File: src/rtl/fifo_stream_reader.sv
// Read-side consumer for the async FIFO: issues reads against fifo_empty, absorbs the
// one-cycle read latency in a 2-entry buffer and re-presents words as a framed stream.
module fifo_stream_reader #(
  parameter int DATA_LEN  = 16,
  parameter int BURST_LEN = 16
) (
  input  logic                clk,
  input  logic                reset_n,
  input  logic                enable,
  input  logic                fifo_empty,
  input  logic [DATA_LEN-1:0] fifo_data,
  output logic                read_en,
  output logic                out_valid,
  input  logic                out_ready,
  output logic [DATA_LEN-1:0] out_data,
  output logic                out_last,
  output logic [31:0]         word_count
);

  localparam int BCNT_W = (BURST_LEN > 1) ? $clog2(BURST_LEN) : 1;
  localparam logic [BCNT_W-1:0] BCNT_MAX = BCNT_W'(BURST_LEN - 1);

  typedef enum logic [1:0] {
    S_EMPTY = 2'd0,
    S_ONE   = 2'd1,
    S_TWO   = 2'd2
  } occ_t;

  occ_t                r_occ;
  occ_t                w_occ_next;
  logic                r_inflight;
  logic                r_run;
  logic [DATA_LEN-1:0] r_head;
  logic [DATA_LEN-1:0] r_tail;
  logic [BCNT_W-1:0]   r_bcnt;
  logic [31:0]         r_word_count;

  logic                w_push;
  logic                w_pop;
  logic                w_to_head;
  logic [2:0]          w_occ_cnt;
  logic [2:0]          w_level;

  assign w_push = r_inflight;
  assign w_pop  = out_valid && out_ready;

  always_comb begin
    w_occ_cnt = 3'd0;
    case (r_occ)
      S_ONE:   w_occ_cnt = 3'd1;
      S_TWO:   w_occ_cnt = 3'd2;
      default: w_occ_cnt = 3'd0;
    endcase
  end

  // Words that will be held after this cycle if no new read is issued.
  assign w_level = w_occ_cnt + {2'b00, r_inflight} - {2'b00, w_pop};

  // r_run keeps read_en low while reset is asserted and releases it on the first edge after.
  assign read_en = r_run && enable && !fifo_empty && (w_level < 3'd2);

  always_comb begin
    w_occ_next = r_occ;
    w_to_head  = 1'b0;
    case (r_occ)
      S_EMPTY: begin
        w_to_head = 1'b1;
        if (w_push) begin
          w_occ_next = S_ONE;
        end
      end
      S_ONE: begin
        w_to_head = w_pop;
        if (w_push && !w_pop) begin
          w_occ_next = S_TWO;
        end else if (!w_push && w_pop) begin
          w_occ_next = S_EMPTY;
        end
      end
      S_TWO: begin
        if (w_pop && !w_push) begin
          w_occ_next = S_ONE;
        end
      end
      default: w_occ_next = S_EMPTY;
    endcase
  end

  always_ff @(posedge clk or negedge reset_n) begin
    if (!reset_n) begin
      r_occ      <= S_EMPTY;
      r_inflight <= 1'b0;
      r_run      <= 1'b0;
    end else begin
      r_occ      <= w_occ_next;
      r_inflight <= read_en;
      r_run      <= 1'b1;
    end
  end

  always_ff @(posedge clk or negedge reset_n) begin
    if (!reset_n) begin
      r_head <= '0;
      r_tail <= '0;
    end else begin
      if (w_push && w_to_head) begin
        r_head <= fifo_data;
      end else if (w_pop && (r_occ == S_TWO)) begin
        r_head <= r_tail;
      end
      if (w_push && !w_to_head) begin
        r_tail <= fifo_data;
      end
    end
  end

  always_ff @(posedge clk or negedge reset_n) begin
    if (!reset_n) begin
      r_bcnt       <= '0;
      r_word_count <= '0;
    end else if (w_pop) begin
      r_word_count <= r_word_count + 32'd1;
      if (r_bcnt == BCNT_MAX) begin
        r_bcnt <= '0;
      end else begin
        r_bcnt <= r_bcnt + BCNT_W'(1);
      end
    end
  end

  assign out_valid  = (r_occ != S_EMPTY);
  assign out_data   = r_head;
  assign out_last   = out_valid && (r_bcnt == BCNT_MAX);
  assign word_count = r_word_count;

endmodule

File: config.mk
export PLATFORM = sky130hd
export DESIGN_NAME = fifo_stream_reader
export DESIGN_NICKNAME = d
export VERILOG_FILES = /design/src/rtl/fifo_stream_reader.sv
export SDC_FILE = /design/constraint.sdc
export NUM_CORES = 1
export LEC_CHECK = 0
export CORE_UTILIZATION = 54
export DETAILED_ROUTE_END_ITERATION = 6
export PLACE_DENSITY_LB_ADDON = 0.3
export SLEW_MARGIN = 20
export SYNTH_ARGS = -nofsm -noshare
export SYNTH_HDL_FRONTEND = slang
export SYNTH_SLANG_ARGS = --single-unit
export TNS_END_PERCENT = 10
File: constraint.sdc
create_clock -name clk -period 6.2 [get_ports clk]
set_input_delay 1.24 -clock clk [delete_from_list [all_inputs] [get_ports clk]]
set_output_delay 1.24 -clock clk [all_outputs]
set_load 0.05 [all_outputs]
==> reports/summary.json <==
{
  "crit_path_start_kind": {"value": "input pin"},
  "syn_nets": {"value": 283},
  "grt_pass1_vias": {"value": 2167},
  "cts-root-buf": {"value": "clkbuf_8"},
  "slew-limit-headroom": {"value": 41.6, "unit": "%"},
  "synth_cell_types": {"value": 39},
  "overflow": {"value": 0},
  "top_signal_layer_used": {"value": "met4"},
  "power.leakage": {"value": 1.87, "unit": "nW"},
  "met1Wirelength": {"value": 2830, "unit": "µm"},
  "drv.max_cap_violation_count": {"value": 0},
  "core.rowCount": {"value": 27},
  "met3_length": {"value": 284, "unit": "µm"},
  "detail_route.first_pass.iterations": {"value": 4},
  "ctsLongestPathBuffers": {"value": 2},
  "count_of_pins_on_the_block_boundary": {"value": 72},
  "cts_hold_buf": {"value": 0},
  "via_count": {"value": 2218},
  "rsz0062_at_grt": {"value": "no"},
  "antenna-diode-count": {"value": 0},
  "h-tree-depth": {"value": 3},
  "pin_count_of_the_biggest_net_entering_global_routing": {"value": 73},
  "post_cts.resized_instances": {"value": 0},
  "proportion_of_synthesized_chip_area_in_sequential_cells": {"value": 56.1, "unit": "%"},
  "drtIter0Drc": {"value": 89},
  "layout_min_cycle_time": {"value": 5.29, "unit": "ns"},
  "fp.dieArea": {"value": 6260, "unit": "µm²"},
  "critical_path_required": {"value": 4.96, "unit": "ns"},
  "syn_to_final_growth": {"value": 27.3, "unit": "%"},
  "worst_pin_slew": {"value": 0.876, "unit": "ns"},
  "wl_per_cell": {"value": 15.2, "unit": "µm"},
  "totalWireLength": {"value": 6220, "unit": "µm"},
  "vdd_ir_drop_max": {"value": 0.000229, "unit": "V"},
  "cts_made_buffers": {"value": 9},
  "postRouteAntennaNets": {"value": 0},
  "global_routing_usage_summed_across_all_routing_layers": {"value": 22.1, "unit": "%"},
  "place_congestion": {"value": 0.825},
  "postSynthAreaPerCell": {"value": 12.4, "unit": "µm²"},
  "finalNetCount": {"value": 355},
  "status": {"value": "finished clean"},
  "cp-end-kind": {"value": "output port"},
  "fin_worst_skew": {"value": 0.00826, "unit": "ns"},
  "antenna_violations_before_repair": {"value": 0},
  "clk_latency": {"value": 0.34, "unit": "ns"},
  "cp_max_fo": {"value": 17},
  "synth.top_cells.by_area": {"value": "dfrtp_1, xnor2_1, a22o_1"},
  "grt_pass1_wl": {"value": 10400, "unit": "µm"},
  "netlist.area_leader.share": {"value": 56.1, "unit": "%"},
  "number_of_clock_sinks": {"value": 72},
  "timing_max_transition_violations_final": {"value": 0},
  "final.setup.worst_slack": {"value": 0.911, "unit": "ns"},
  "max_freq": {"value": 189, "unit": "MHz"},
  "p_total": {"value": 1.36, "unit": "mW"},
  "drc_errors": {"value": 0},
  "cts.repair_timing.setup_buffer_count": {"value": 0},
  "path_class": {"value": "input pin to output port"},
  "number_of_warnings_printed_during_yosys_synthesis": {"value": 0},
  "cts_tree": {"value": "done"},
  "cp.arrival": {"value": 4.05, "unit": "ns"},
  "post_route_cells_drive_above_1_share": {"value": 9.23, "unit": "%"},
  "floorplan.initialDensity": {"value": 57.3, "unit": "%"},
  "holdCritPathClass": {"value": "flop to flop"},
  "layout_worst_path_cycle_share": {"value": 85.3, "unit": "%"},
  "post-synth-top-area-cell": {"value": "dfrtp_1"},
  "final_hold_viol_count": {"value": 0},
  "place.detailed.hpwl": {"value": 4140, "unit": "µm"},
  "detailedPlace.worstSlack": {"value": 0.886, "unit": "ns"},
  "setup_violations": {"value": 0},
  "power_per_cell_area": {"value": 333, "unit": "nW/µm²"},
  "netlist_instances": {"value": 259},
  "yosys_reg_bits": {"value": 72},
  "syn_area": {"value": 3210, "unit": "µm²"},
  "design.core.area": {"value": 5610, "unit": "µm²"},
  "chipWidth": {"value": 79.2, "unit": "µm"},
  "cts.reportedPaths.clkPinSlew": {"value": 0.07, "unit": "ns"},
  "vias_per_cell": {"value": 5.44},
  "dieHeight": {"value": 79.2, "unit": "µm"},
  "setup_tns": {"value": 0, "unit": "ns"},
  "placement.io_buffers": {"value": 71},
  "met2_length": {"value": 2980, "unit": "µm"}
}
==> cells by family (layout without fill, tap and decap cells) <==
family / count (synthesis) / count (layout) / share of synthesized area (%)
buffers and inverters: 13 / 90 / 3.07
adders and majority gates: 3 / 3 / 1.40
other: 1 / 1 / 0.117
AOI/OAI and AO/OA: 46 / 46 / 11.2
DFF: 72 / 72 / 56.1
xor gates and xnor gates: 33 / 33 / 8.99
muxes: 16 / 16 / 5.61
and+or+nand+nor: 75 / 75 / 13.5
==> cells in the final DEF, fill, tap and decap left out, types with 3 or more instances in the layout <==
master and instances:
nand4_1 15, clkbuf_8 10, nand2_1 15, nand3_1 12, clkbuf_1 3, and3_1 4
clkdlybuf4s50_1 70, dfrtp_1 72, mux2_1 9, a22o_1 16, o21ai_0 4, and4_1 3
nor2_1 6, and2_1 7, xor2_1 5, mux2_2 7, a21o_1 18, xnor2_1 28
==> through the flow <==
step	std cells	area (µm²)	hold WS (ns)	util (%)
after global placement	392	3930	0.457	70.0
after CTS	408	4090	0.482	73.0
after global routing	408	4090	0.495	73.0
after floorplan	259	3210	0.443	-
final	408	4090	0.476	73.0
after detailed placement	392	3930	0.465	70.0
==> state kept, by name (all words and copies together), names as in the netlist <==
name        count
word_count     32
r_bcnt          4
r_occ           2
r_run           1
out_data       16
r_tail         16
r_inflight      1
==> power breakdown <==
part / switching (mW) / internal [mW]
logic: 0.243 / 0.159
registers: 0.0739 / 0.565
clock network: 0.164 / 0.155
total: 0.481 / 0.880
==> critical path: stages <==
cell	delay [ns]
clkdlybuf4s50_1	0.55
and2b_4	0.35
o21ai_4	0.16
a21o_1	0.22
fa_1	0.47
nand4b_1	0.08
nor2_1	0.14
clkdlybuf4s50_1	0.82
==> per-layer routing <==
metal,track usage [%],vias up
li1,-,1062
met1,28.2,1085
met2,35.5,61
met3,4.37,10
met4,11.6,0
met5,0,-
==> cell usage after synthesis, drive strengths merged <==
cell type	n
xor2	5
and4	3
o21ai	6
o21a	1
nor2	8
dfrtp	72
clkbuf	1
and3	4
a21boi	1
o2111ai	1
or2	2
fa	1
nand4b	1
nand2b	2
a22o	16
and2	7
o22ai	1
nor4	1
and2b	1
nand3	12
conb	1
mux2	16
a21o	18
inv	2
nand2	15
a21oi	2
nor3	3
buf	10
ha	2
nand4	15
nor2b	1
xnor2	28
==> final cells by class <==
type	count	area, µm²
multi-input combinational	174	1310
tap	72	90.1
clock buffer	13	149
fill	418	1520
clock inverter	3	17.5
sequential	72	1800
timing repair buffer	72	713
inverter	2	7.51
==> worst paths after layout <==
kind	start	endpoint	slack [ns]	depth (start not counted)
max	out_ready	read_en	0.91	8
min	out_data[7]	out_data[7]	0.48	1
max reg2reg	r_occ[1]	out_data[8]	4.15	4
min reg2reg	out_data[7]	out_data[7]	0.48	1
max in group asynchronous	reset_n	word_count[14]	4.53	2
min in group asynchronous	reset_n	out_data[1]	1.10	2
No activity file was read; power rests on OpenSTA's default activity.
==> variant, RTL diff (same flow settings) <==
Reset style: synchronous (`reset_n`), changed in 3 clocked blocks. Comments in the files are not updated.
--- a/src/rtl/fifo_stream_reader.sv
+++ b/src/rtl/fifo_stream_reader.sv
@@ -88,3 +88,3 @@
 
-  always_ff @(posedge clk or negedge reset_n) begin
+  always_ff @(posedge clk) begin
     if (!reset_n) begin
@@ -100,3 +100,3 @@
 
-  always_ff @(posedge clk or negedge reset_n) begin
+  always_ff @(posedge clk) begin
     if (!reset_n) begin
@@ -116,3 +116,3 @@
 
-  always_ff @(posedge clk or negedge reset_n) begin
+  always_ff @(posedge clk) begin
     if (!reset_n) begin
Check against the original RTL: differs if reset_n is asserted again (counterexample within 4 cycles, from zero or initial values and one cycle with reset_n low); with reset_n held inactive, the same outputs for 10 cycles.
==> variant against the original RTL <==
Sequential cell count did not move; critical endpoint unchanged; worst setup slack improved by 0.14 ns; via count rose by 44%; global-route usage rose by 4.3 points; routed wire length rose by 27%; core utilization fell by 2.2 points; cell area rose by 1.8%; area after synthesis rose by 2.1%.
Power is not compared: it rests on default switching activity, and its combinational part moved more than twofold at a synthesized area within 25%.
==> variant: results (changes against the original RTL) <==
M2 GR Usage = 42.56% (+7.0 points)
Wirelength per Cell = 14.84 µm (-2.6%)
Compound-Gate Fraction of Synth Area = 17.09% (+5.9 points)
Seq/Total Area, Yosys = 43.94% (-12 points)
Starting DRT DRC Count = 243 (+170%)
clk slew on worst S/H paths = 0.07 ns (about the same)
Slowest cell on crit path = o21a_1
Top delay family on crit path = buffers and inverters
dpl ws = 1.078 ns (+0.1917 ns)
Worst Path Max Fanout = 25 (+8)
Critical Path Max Stage Delay = 0.54 ns (-0.28 ns)
Adder-Cell Fraction of Synth Area = 1.373% (-0.028 points)
post-DP HPWL = 5195 µm (+25%)
Synth area leaders = dfxtp_1, nand2_1, a21oi_1, a311oi_1, nand3_1
max FFs per register = 32 (unchanged)
H-tree depth = 3 (unchanged)
first-pass GRT wire length = 13230 µm (+27%)
met1 Track Usage GR = 34.48% (+6.3 points)
GRT Util Overall = 26.36% (+4.3 points)
Syn Area/Cell = 8.264 µm² (-33%)
VDD IR max = 0.1504 mV
Vias/cell = 6.011 (+11%)
clock root buffer = clkbuf_8
share of layout cells above drive strength 1 = 5.689% (-3.5 points)
placed cell count = 517 (+32%)
Synth Area in XOR/XNOR = 3.204% (-5.8 points)
asr flop ratio synth = 0% (-100 points)
Pre-antenna DRT Iters = 5 (+1)
Post-synth top cells = dfxtp_1, nand2_1, a21oi_1
GRT met3 Usage = 4.000% (-0.37 points)
gpl congestion = 0.8308 (+0.75%)
Final Skew = 0.009697 ns (+0.001440 ns)
Hold Path Depth = 2 (+1)
Post-Syn Nets = 421 (+49%)
Post-DP Area = 0.003968 mm² (+1.1%)
status = completed
vias in the first global route = 2921 (+35%)
ys flop type = dfxtp_1
worst slew pin tran = 0.8631 ns (-0.01301 ns)
Synthesis Warnings = 0 (unchanged)
pin count of the biggest net entering global routing = 66 (-9.6%)
Worst R2R Path Depth = 6 (+2)
mux share of post-synthesis cell area = 1.220% (-4.4 points)
non-filler cells, final = 532 (+30%)
count of different cell masters after synthesis = 40 (+2.6%)
Final nets = 477 (+34%)
-- variant: cell count changes after synthesis, sizes merged, moves of 15 or more --
cell	before	now
a21oi	2	37
a21o	18	0
a311oi	0	17
nand2	15	68
dfxtp	0	72
xnor2	28	5
mux2	16	0
nand3	12	27
nor2	8	30
dfrtp	72	0
clkbuf	1	16
a22o	16	0
-- variant: final timing paths --
path	startpoint	endpoint	slack [ns]
setup / recovery	out_ready	read_en	1.05
hold / removal	r_tail[8]$_SDFFE_PN0P_	r_tail[8]$_SDFFE_PN0P_	0.46
setup reg to reg	r_occ[0]$_SDFFE_PN0P_	r_inflight$_SDFF_PN0_	3.77
hold reg to reg	r_tail[8]$_SDFFE_PN0P_	r_tail[8]$_SDFFE_PN0P_	0.46
-- variant: layout make-up --
cell class | instances | area (µm²)
Sequential cell | 72 | 1441
Timing Repair Buffer | 73 | 723.2
Tap cell | 75 | 93.84
Inverter | 8 | 31.28
Clock inverter | 5 | 56.30
Multi-Input combinational cell | 289 | 1683
Fill cell | 484 | 1719
Clock buffer | 10 | 137.6
-- variant: layer usage --
metal / wire length, µm / share of wire [%]
met2: 3864 / 49
met1: 3545 / 45
met3: 328 / 4.2
met4: 155 / 2.0
met5: 0 / 0
-- variant: logic make-up (layout without fill, tap and decap cells) --
family                     after synthesis  in the layout
xor gates and xnor gates                12             12
muxes                                    4              4
adders and majority gates                3              3
and+or+nand+nor                        184            184
AOI/OAI and AO/OA                       86             86
buffers and inverters                   36             96
DFF                                     72             72
-- variant: report_power, final --
group           total, W  switching [W]  internal (W)
sequential      0.000470     0.00000332      0.000467
combinational  0.0000607      0.0000368     0.0000239
clock           0.000375       0.000180      0.000195
